## config.mk

```make
export PLATFORM = sky130hd
export DESIGN_NAME = clock_mode_controller
export DESIGN_NICKNAME = d
export VERILOG_FILES = /design/src/rtl/clock_pkg.sv /design/src/rtl/wrap_inc.sv /design/src/rtl/clock_mode_controller.sv
export SDC_FILE = /design/constraint.sdc
export NUM_CORES = 1
export LEC_CHECK = 0
export BUFFER_PORTS_ARGS = -buffer_cell sky130_fd_sc_hd__buf_2
export CAP_MARGIN = 20
export CELL_PAD_IN_SITES_DETAIL_PLACEMENT = 0
export CELL_PAD_IN_SITES_GLOBAL_PLACEMENT = 1
export CORE_UTILIZATION = 40
export CTS_CLUSTER_SIZE = 28
export DETAILED_ROUTE_END_ITERATION = 12
export PLACE_DENSITY_LB_ADDON = 0.1
export SYNTH_ARGS = -nofsm -noshare
export SYNTH_HDL_FRONTEND = slang
export SYNTH_SLANG_ARGS = --single-unit
```

## constraint.sdc

```tcl
create_clock -name TICK -period 2.9 [get_ports TICK]
set_input_delay 0 -clock TICK [delete_from_list [all_inputs] [get_ports TICK]]
set_output_delay 0 -clock TICK [all_outputs]
set_load 0.01 [all_outputs]
```

## src/rtl/clock_pkg.sv

```systemverilog
// clock_pkg: shared mode encodings, field limits and widths for the clock sequencer
package clock_pkg;
  localparam int HW = 5;
  localparam int MW = 6;
  localparam int MODE_W = 3;
  localparam logic [HW-1:0] HOUR_MAX = 5'd23;
  localparam logic [MW-1:0] MIN_MAX = 6'd59;
  localparam logic [MW-1:0] SEC_MAX = 6'd59;
  typedef enum logic [MODE_W-1:0] {
    RUN = 3'd0,
    SET_H = 3'd1,
    SET_M = 3'd2,
    SET_S = 3'd3,
    SET_AH = 3'd4,
    SET_AM = 3'd5
  } mode_t;
endpackage

```

## src/rtl/wrap_inc.sv

```systemverilog
// wrap_inc: conditional incrementer that wraps to zero past a limit and flags the wrap as a carry
module wrap_inc #(
  parameter int W = 6
) (
  input  logic [W-1:0] val,
  input  logic [W-1:0] lim,
  input  logic         inc,
  output logic [W-1:0] nxt,
  output logic         carry
);
  assign carry = inc && (val == lim);
  assign nxt = !inc ? val : carry ? '0 : val + 1'b1;
endmodule

```

## src/rtl/clock_mode_controller.sv

```systemverilog
// clock_mode_controller: HH:MM:SS keeper with MODE/UP time-set FSM and edit blink; optional alarm via ALARM_EN
import clock_pkg::*;
module clock_mode_controller #(
  parameter int BLINK_HALF = 24_999_999,
  parameter int BW = 32
) (
  input  logic              TICK,
  input  logic              RESET_N,
  input  logic              SEC_PULSE,
  input  logic              BTN_MODE,
  input  logic              BTN_UP,
  output logic              PRESCALE_EN,
  output logic [HW-1:0]     HOUR,
  output logic [MW-1:0]     MIN,
  output logic [MW-1:0]     SEC,
  output logic [MODE_W-1:0] MODE,
`ifdef ALARM_EN
  output logic              BLINK,
  output logic              ALARM
`else
  output logic              BLINK
`endif
);
`ifdef ALARM_EN
  localparam mode_t LAST_MODE = SET_AM;
`else
  localparam mode_t LAST_MODE = SET_S;
`endif
  mode_t state, next;
  logic mode_q, up_q, mode_raw, up_raw, up_e, run_tick;
  logic [HW-1:0] hour_n;
  logic [MW-1:0] min_n, sec_n;
  logic sec_c, min_c, hour_c_unused;
  logic [BW-1:0] cnt;
  assign mode_raw = BTN_MODE & ~mode_q;
  assign up_raw = BTN_UP & ~up_q;
  assign up_e = up_raw & ~mode_raw;
  assign run_tick = (state == RUN) && SEC_PULSE;
  wrap_inc #(.W(MW)) u_sec (.val(SEC), .lim(SEC_MAX), .inc(run_tick), .nxt(sec_n), .carry(sec_c));
  wrap_inc #(.W(MW)) u_min (.val(MIN), .lim(MIN_MAX), .inc(sec_c || (state == SET_M && up_e)), .nxt(min_n), .carry(min_c));
  wrap_inc #(.W(HW)) u_hour (.val(HOUR), .lim(HOUR_MAX), .inc((min_c && run_tick) || (state == SET_H && up_e)), .nxt(hour_n), .carry(hour_c_unused));
  // State register; PRESCALE_EN is a registered decode of the next state
  always_ff @(posedge TICK or negedge RESET_N)
    if (!RESET_N) begin
      state <= RUN;
      PRESCALE_EN <= 1'b1;
    end else begin
      state <= next;
      PRESCALE_EN <= (next == RUN);
    end
  // Next state: each MODE edge advances one step, wrapping back to RUN after the last set mode
  always_comb begin
    next = mode_raw ? ((state == LAST_MODE) ? RUN : mode_t'(state + 3'd1)) : state;
  end
  // Outputs: MODE exposes the raw state encoding
  always_comb begin
    MODE = state;
  end
  // Button history for rising-edge detection
  always_ff @(posedge TICK or negedge RESET_N)
    if (!RESET_N) begin
      mode_q <= 1'b0;
      up_q <= 1'b0;
    end else begin
      mode_q <= BTN_MODE;
      up_q <= BTN_UP;
    end
  // Time fields: cascaded seconds carry in RUN, single-field edits in the set modes
  always_ff @(posedge TICK or negedge RESET_N)
    if (!RESET_N) begin
      HOUR <= '0;
      MIN <= '0;
      SEC <= '0;
    end else begin
      HOUR <= hour_n;
      MIN <= min_n;
      SEC <= (state == SET_S && up_e) ? '0 : sec_n;
    end
  // Blink strobe: free-running half-period toggle while editing, restarted blank-free on every MODE edge
  always_ff @(posedge TICK or negedge RESET_N)
    if (!RESET_N) begin
      cnt <= '0;
      BLINK <= 1'b0;
    end else if (mode_raw || state == RUN) begin
      cnt <= '0;
      BLINK <= 1'b0;
    end else if (cnt == BW'(BLINK_HALF)) begin
      cnt <= '0;
      BLINK <= ~BLINK;
    end else begin
      cnt <= cnt + 1'b1;
    end
`ifdef ALARM_EN
  logic [HW-1:0] al_hour, al_hour_n;
  logic [MW-1:0] al_min, al_min_n;
  logic al_hour_c_unused, al_min_c_unused, inc_q;
  wrap_inc #(.W(HW)) u_al_hour (.val(al_hour), .lim(HOUR_MAX), .inc(state == SET_AH && up_e), .nxt(al_hour_n), .carry(al_hour_c_unused));
  wrap_inc #(.W(MW)) u_al_min (.val(al_min), .lim(MIN_MAX), .inc(state == SET_AM && up_e), .nxt(al_min_n), .carry(al_min_c_unused));
  // Alarm: armed one cycle after a counted second lands on HH:MM:00, dropped by any button or minute change
  always_ff @(posedge TICK or negedge RESET_N)
    if (!RESET_N) begin
      al_hour <= '0;
      al_min <= '0;
      inc_q <= 1'b0;
      ALARM <= 1'b0;
    end else begin
      al_hour <= al_hour_n;
      al_min <= al_min_n;
      inc_q <= run_tick;
      ALARM <= (mode_raw || up_raw || MIN != al_min) ? 1'b0 :
               (state == RUN && inc_q && HOUR == al_hour && SEC == '0) ? 1'b1 : ALARM;
    end
`endif
endmodule

```

* Word level (Yosys, flattened, before mapping)
Index checks and enable logic that the tools add are counted.
** Cells by class
- Add/subtract/negate cells :: 5
- Equal/unequal tests :: 7
- Muxes and demuxes :: 11
- Bitwise logic cells :: 7
- Reductions and logical operators :: 15
** Operators by type and width (count)
- 32-bit 2-to-1 mux :: 2
- 32-bit by 1-bit adder with 32-bit output, second input constant :: 1
- 32-bit by 25-bit == test with 1-bit output, second input constant :: 1
- 6-bit 2-to-1 mux :: 4
- 6-bit by 1-bit adder with 6-bit output, second input constant :: 2
- 6-bit == test, second input constant :: 2
- 1-bit logical AND :: 8
- 3-bit by 2-bit == test with 1-bit output, second input constant :: 2
- 3-bit zero test :: 2
- 3-bit 2-to-1 mux :: 2
- 5-bit by 1-bit adder with 5-bit output, second input constant :: 1
- 5-bit == test, second input constant :: 1
- 5-bit 2-to-1 mux :: 1
- 1-bit NOT :: 4
- 2-bit nonzero test :: 2
- 3-bit by 1-bit adder with 3-bit output, second input constant :: 1
- 1-bit AND :: 3
- 3-bit by 1-bit == test with 1-bit output, second input constant :: 1
- 1-bit logical OR :: 3
- 1-bit 2-to-1 mux :: 2
** Word-level totals
- Register bits :: 56
- Bits of input ports :: 5
- Logic and storage cells :: 54

* Depth between registers and ports, before layout
- Depth in word-level cells :: 11
- Gate-level depth with buffers :: 7
- Mapped depth without buffers :: 7

* By module
From an unflattened synthesis, not the netlist that was laid out.
** Unflattened totals
- Cells, all modules :: 336
- Area total of the unflattened synthesis :: 3306.9 um2
** By module, submodules not included
- clock_mode_controller :: times used 1, cells each 244, area an instance 2641.3 um2, sequential area each 1402.6 um2
- wrap_inc (u_min ...) :: times used 2, cells each 30, area an instance 231.5 um2, sequential area each 0.0 um2
- wrap_inc (u_hour) :: times used 1, cells each 32, area an instance 202.7 um2, sequential area each 0.0 um2

* Worst setup path before layout
Ideal clock, no wire load.
- Path kind :: flip-flop to flip-flop
- Start point :: reg SEC[0]
- End point :: reg HOUR[3]
- Library setup time :: 128 ps
- Arrival :: 1865 ps
- Required time :: 2772 ps
- Setup slack :: 908 ps
- Stages on the path, launching flop included :: 8
- Path buffers :: 1
- Clock period less this slack :: 1992 ps
- Cell sequence :: dfrtp_1 -> ha_1 -> nor2b_1 -> and4_1 -> buf_2 -> o211a_1 -> o2111ai_1 -> mux2_1
** Between the ends
- Word-level cells in the longest chain between the ends :: 8
** RTL lines
- start: declaration :: line clock_mode_controller.sv:15 : output logic [MW-1:0] SEC,
- start signal: assignment :: line clock_mode_controller.sv:77 : SEC <= (state == SET_S && up_e) ? '0 : sec_n;
- 6-bit == test * :: line wrap_inc.sv:11 : assign carry = inc && (val == lim);
- 1-bit logical AND * :: line wrap_inc.sv:11
- 1-bit logical OR * :: line clock_mode_controller.sv:40 : wrap_inc #(.W(MW)) u_min (.val(MIN), .lim(MIN_MAX), .inc(sec_c || (state == SET_M && up_e)), .nxt(min_n), .car ...
- 1-bit logical AND * :: line wrap_inc.sv:11
- 1-bit logical AND * :: line clock_mode_controller.sv:41 : wrap_inc #(.W(HW)) u_hour (.val(HOUR), .lim(HOUR_MAX), .inc((min_c && run_tick) || (state == SET_H && up_e)), ...
- 1-bit logical OR * :: line clock_mode_controller.sv:41
- 1-bit logical AND :: line wrap_inc.sv:11
- 5-bit 2-to-1 mux :: line wrap_inc.sv:12 : assign nxt = !inc ? val : carry ? '0 : val + 1'b1;
- end signal: assignment :: line clock_mode_controller.sv:75 : HOUR <= hour_n;
- end: declaration :: line clock_mode_controller.sv:13 : output logic [HW-1:0] HOUR,
Every way passes the cells marked *; elsewhere a longest branch is shown, timed or not.
A chain may end at the register's enable or synchronous reset.

* Worst setup path in the final report
- Start point :: reg state[0] (netlist: MODE[0])
- End point :: reg cnt[12]
** Between the ends
- Word-level cells in the longest chain between the ends :: 3
** RTL lines
- start: declaration :: line clock_mode_controller.sv:29 : mode_t state, next;
- start signal: assignment :: line clock_mode_controller.sv:48 : state <= next;
- 3-bit zero test :: line clock_mode_controller.sv:84 : end else if (mode_raw || state == RUN) begin
- 1-bit logical OR :: line clock_mode_controller.sv:84
- 32-bit 2-to-1 mux :: line clock_mode_controller.sv:84
- end signal: assignment :: line clock_mode_controller.sv:91 : cnt <= cnt + 1'b1;
- end: declaration :: line clock_mode_controller.sv:34 : logic [BW-1:0] cnt;
No other way between the ends.

==> flow_summary.toml <==
[synth]
ys_ff_latch = 56
seq_area_frac_synth = 0.490
synthCells = 282
yosysWarningCount = 0
postSynthAreaPerCell_um2 = 10.2
synthTopCellsByArea = "dfrtp_1, xor2_1, nor2_1, ha_1, nand4_1"
yosys.area.top_type = "dfrtp_1"
syn-num-nets = 295
syn-cell-area_mm2 = 0.00286
synth_cell_types = 44
yosysTopAreaCellShare = 0.481

[grt]
overflow = 0
grt_pass1_vias = 2024
grt_pass1_wl_um = 9780
use_met1 = 0.248
gr-usage-met2 = 0.246
antenna_found_initial = 0
grt_start_max_net_pins = 31
grt_use_met3 = 0.0362
busiest_layer = "met1"
grt.total_usage = 0.167

[route]
viasPerCell = 5.20
vias = 2130
routedWlPerCell_um = 13.9
routed_wl_um = 5700
drt_iter0_drc = 92
postRouteAntennaNets = 0
dr.pass1.iters = 4
drc_errors = 0

[worst_hold_path]
holdPathStages = 4
hold_end = "SEC[0]$_DFFE_PN0P_"
min_from = "SEC_PULSE"
hold_class = "in2reg"

[power_and_ir_drop]
p_int_mw = 1.40
pwr-share-clk = 0.271
p_leak_nw = 1.50
power_frac_comb = 0.242
vdd_ir_drop_max_mv = 0.390
seqPwrFrac = 0.487
p_sw_mw = 0.669
power_density_mw_per_mm2 = 639
p_sw_frac = 0.323

[clocking]
clk_latency_ns = 0.31
htreeDepth = 2
cts_root_buf = "clkbuf_8"
cts_num_sinks = 56
path_clk_slew_ns = 0.09
cts_tree = "built"
numCtsBuffers = 5
clk_path_buf_depth = 2

[critical_path]
critical_path.endpoint_type = "flop"
crit_path_cell_trace = "inv_1 -> ha_1 -> inv_1 -> o21ai_0 -> or2_2 -> nor2_1"
worstRegToRegCells = 6
r2r-start = "MODE[0]$_DFF_PN0_"
critPathMaxFanout = 30
rrSetupSlack_ns = 0.79
start_kind = "flop"
crit_family = "simple AND/OR/NAND/NOR gates"
crit_path_frequent_cell = "inv_1"
slowest_delay_ns = 0.61
cp_slowest_cell = "or2_2"
path_depth = 6
crit_arrival_ns = 2.28
criticalPathCategory = "reg2reg"
r2r-end = "cnt[12]$_DFF_PN0_"
crit_buf_inv = 2
required_ns = 3.07

[floorplanning]
core_area_mm2 = 0.00687
chipWidth_um = 86.6
dieArea_mm2 = 0.00750
die_h_um = 86.6
initial_utilization = 0.417
fp-row-count = 30
io_pins = 27

[cells_and_area]
final_common_cell = "dfrtp_1"
layout_common_cells = "dfrtp_1, nor2_1, buf_2"
fin_area_mm2 = 0.00324
layout.nets = 326
area_growth_pct = 13.1
post-route-util = 0.471
antennaDiodeCount = 0
drive_gt1_frac = 0.153

[flow_run]
maxCapViolCount = 0

[placed_design]
io_buffers = 26
placed_cell_area_mm2 = 0.00308
place_hpwl_um = 3930
place.gp.congestion = 0.719

[timing]
clock.fmax_ghz = 0.474
period_share = 0.727
relSlewSlack = 0.523
tightest_slew_ns = 0.710
period_needed_ns = 2.11
tns_ns = 0
grt_setup_unrepaired = "no"
skew_ns = 0.00607
slew_violations = 0
setup_viol = 0
finalHoldViolations = 0

[run_status]
status = "finished clean"
-- cell usage after synthesis --
cell type	number
ha_1	8
and2_1	1
or2_2	1
a21oi_1	7
a21oi_2	1
buf_4	5
nand4bb_1	1
a22o_1	2
o2111ai_1	1
o31ai_1	2
o2bb2a_1	1
nor3_1	5
nand2_1	16
dfrtp_1	55
or3_1	3
nor2_2	1
nor3_2	1
mux2_2	3
nor2_1	42
mux2_1	3
nor4_2	1
nand2b_1	4
a21o_1	2
nor3b_2	2
inv_1	7
nor4b_1	2
nand3_1	14
xnor2_1	9
and4_1	7
o211ai_1	2
xor2_1	21
buf_2	2
o21a_1	1
and3_1	13
nor2b_1	2
nand3b_1	2
nand4_1	14
dfstp_2	1
nor4_4	1
o211a_1	1
o41ai_1	1
a41oi_1	1
nor4_1	1
o21ai_0	12
-- what timing repair did --
item,4_1_cts,5_1_grt
hold buffers,3,0
gates resized for setup,0,0
buffers inserted,0,0
hold endpoints to repair,21,0
-- layer usage --
metal / up-vias / wire, um
met5: - / 0
met4: 0 / 61
met3: 5 / 178
met2: 36 / 2400
met1: 1024 / 3060
li1: 1065 / -
-- metrics by stage --
step	hold slack [ns]	power, mW	cells	worst slack (ns)
2_1_floorplan	-0.296	1.35	282	0.908
3_3_place_gp	-0.0115	1.52	399	0.777
3_5_place_dp	-0.0115	1.53	399	0.747
4_1_cts	0.0847	2.10	410	0.734
5_1_grt	0.122	2.22	410	0.527
6_report	0.0889	2.07	410	0.792
-- layout make-up --
type	instances	area, um^2
Tap cell	96	120
Clock buffer	7	96.3
Clock inverter	1	30.0
Multi-Input combinational cell	212	1390
Inverter	7	26.3
Timing Repair Buffer	31	175
Sequential cell	56	1400
Fill cell	688	3630
-- registers in the layout, indices dropped and copies added, names as in the netlist --
| name | cells |
|---|---|
| MIN | 6 |
| PRESCALE_EN | 1 |
| SEC | 6 |
| BLINK | 1 |
| cnt | 32 |
| HOUR | 5 |
| up_q | 1 |
| MODE | 3 |
| mode_q | 1 |
-- worst reg2reg max path: cells and delay by family, from the launching register on --
kind / cells / cell delay, ns
AND/OR/NAND/NOR: 2 / 0.73
flip-flops: 1 / 0.43
AO/OA/AOI/OAI: 1 / 0.47
buffers and inverters: 2 / 0.17
adder cells (fa/ha/maj): 1 / 0.17
-- power by group through the flow --
stage | clock (mW) | sequential, mW | combinational (mW)
detailed placement | 0 | 1.02 | 0.506
global placement | 0 | 1.02 | 0.503
finish | 0.561 | 1.01 | 0.501
global route | 0.613 | 1.03 | 0.574
CTS | 0.580 | 1.01 | 0.512
floorplan | 0 | 1.05 | 0.299
-- logic make-up after synthesis --
| logic type | share of synthesized area |
|---|---|
| simple gates | 0.257 |
| fa+ha+maj | 0.0350 |
| flops | 0.490 |
| compound gates | 0.0769 |
| xor+xnor | 0.0917 |
| buf+inv | 0.0258 |
| mux | 0.0236 |
-- worst max-delay path by stage --
| stage | start | endpoint | slack (ns) |
|---|---|---|---|
| 6_report | MODE[0]$_DFF_PN0_ | cnt[12]$_DFF_PN0_ | 0.79 |
| 3_3_place_gp | MODE[0]$_DFF_PN0_ | cnt[24]$_DFF_PN0_ | 0.78 |
| 5_1_grt | MODE[0]$_DFF_PN0_ | cnt[3]$_DFF_PN0_ | 0.53 |
| 3_5_place_dp | MODE[0]$_DFF_PN0_ | cnt[4]$_DFF_PN0_ | 0.75 |
| 2_1_floorplan | SEC[0]$_DFFE_PN0P_ | HOUR[3]$_DFFE_PN0P_ | 0.91 |
| 4_1_cts | MODE[0]$_DFF_PN0_ | cnt[24]$_DFF_PN0_ | 0.73 |
Note: power is estimated with default switching activity, not from simulation.
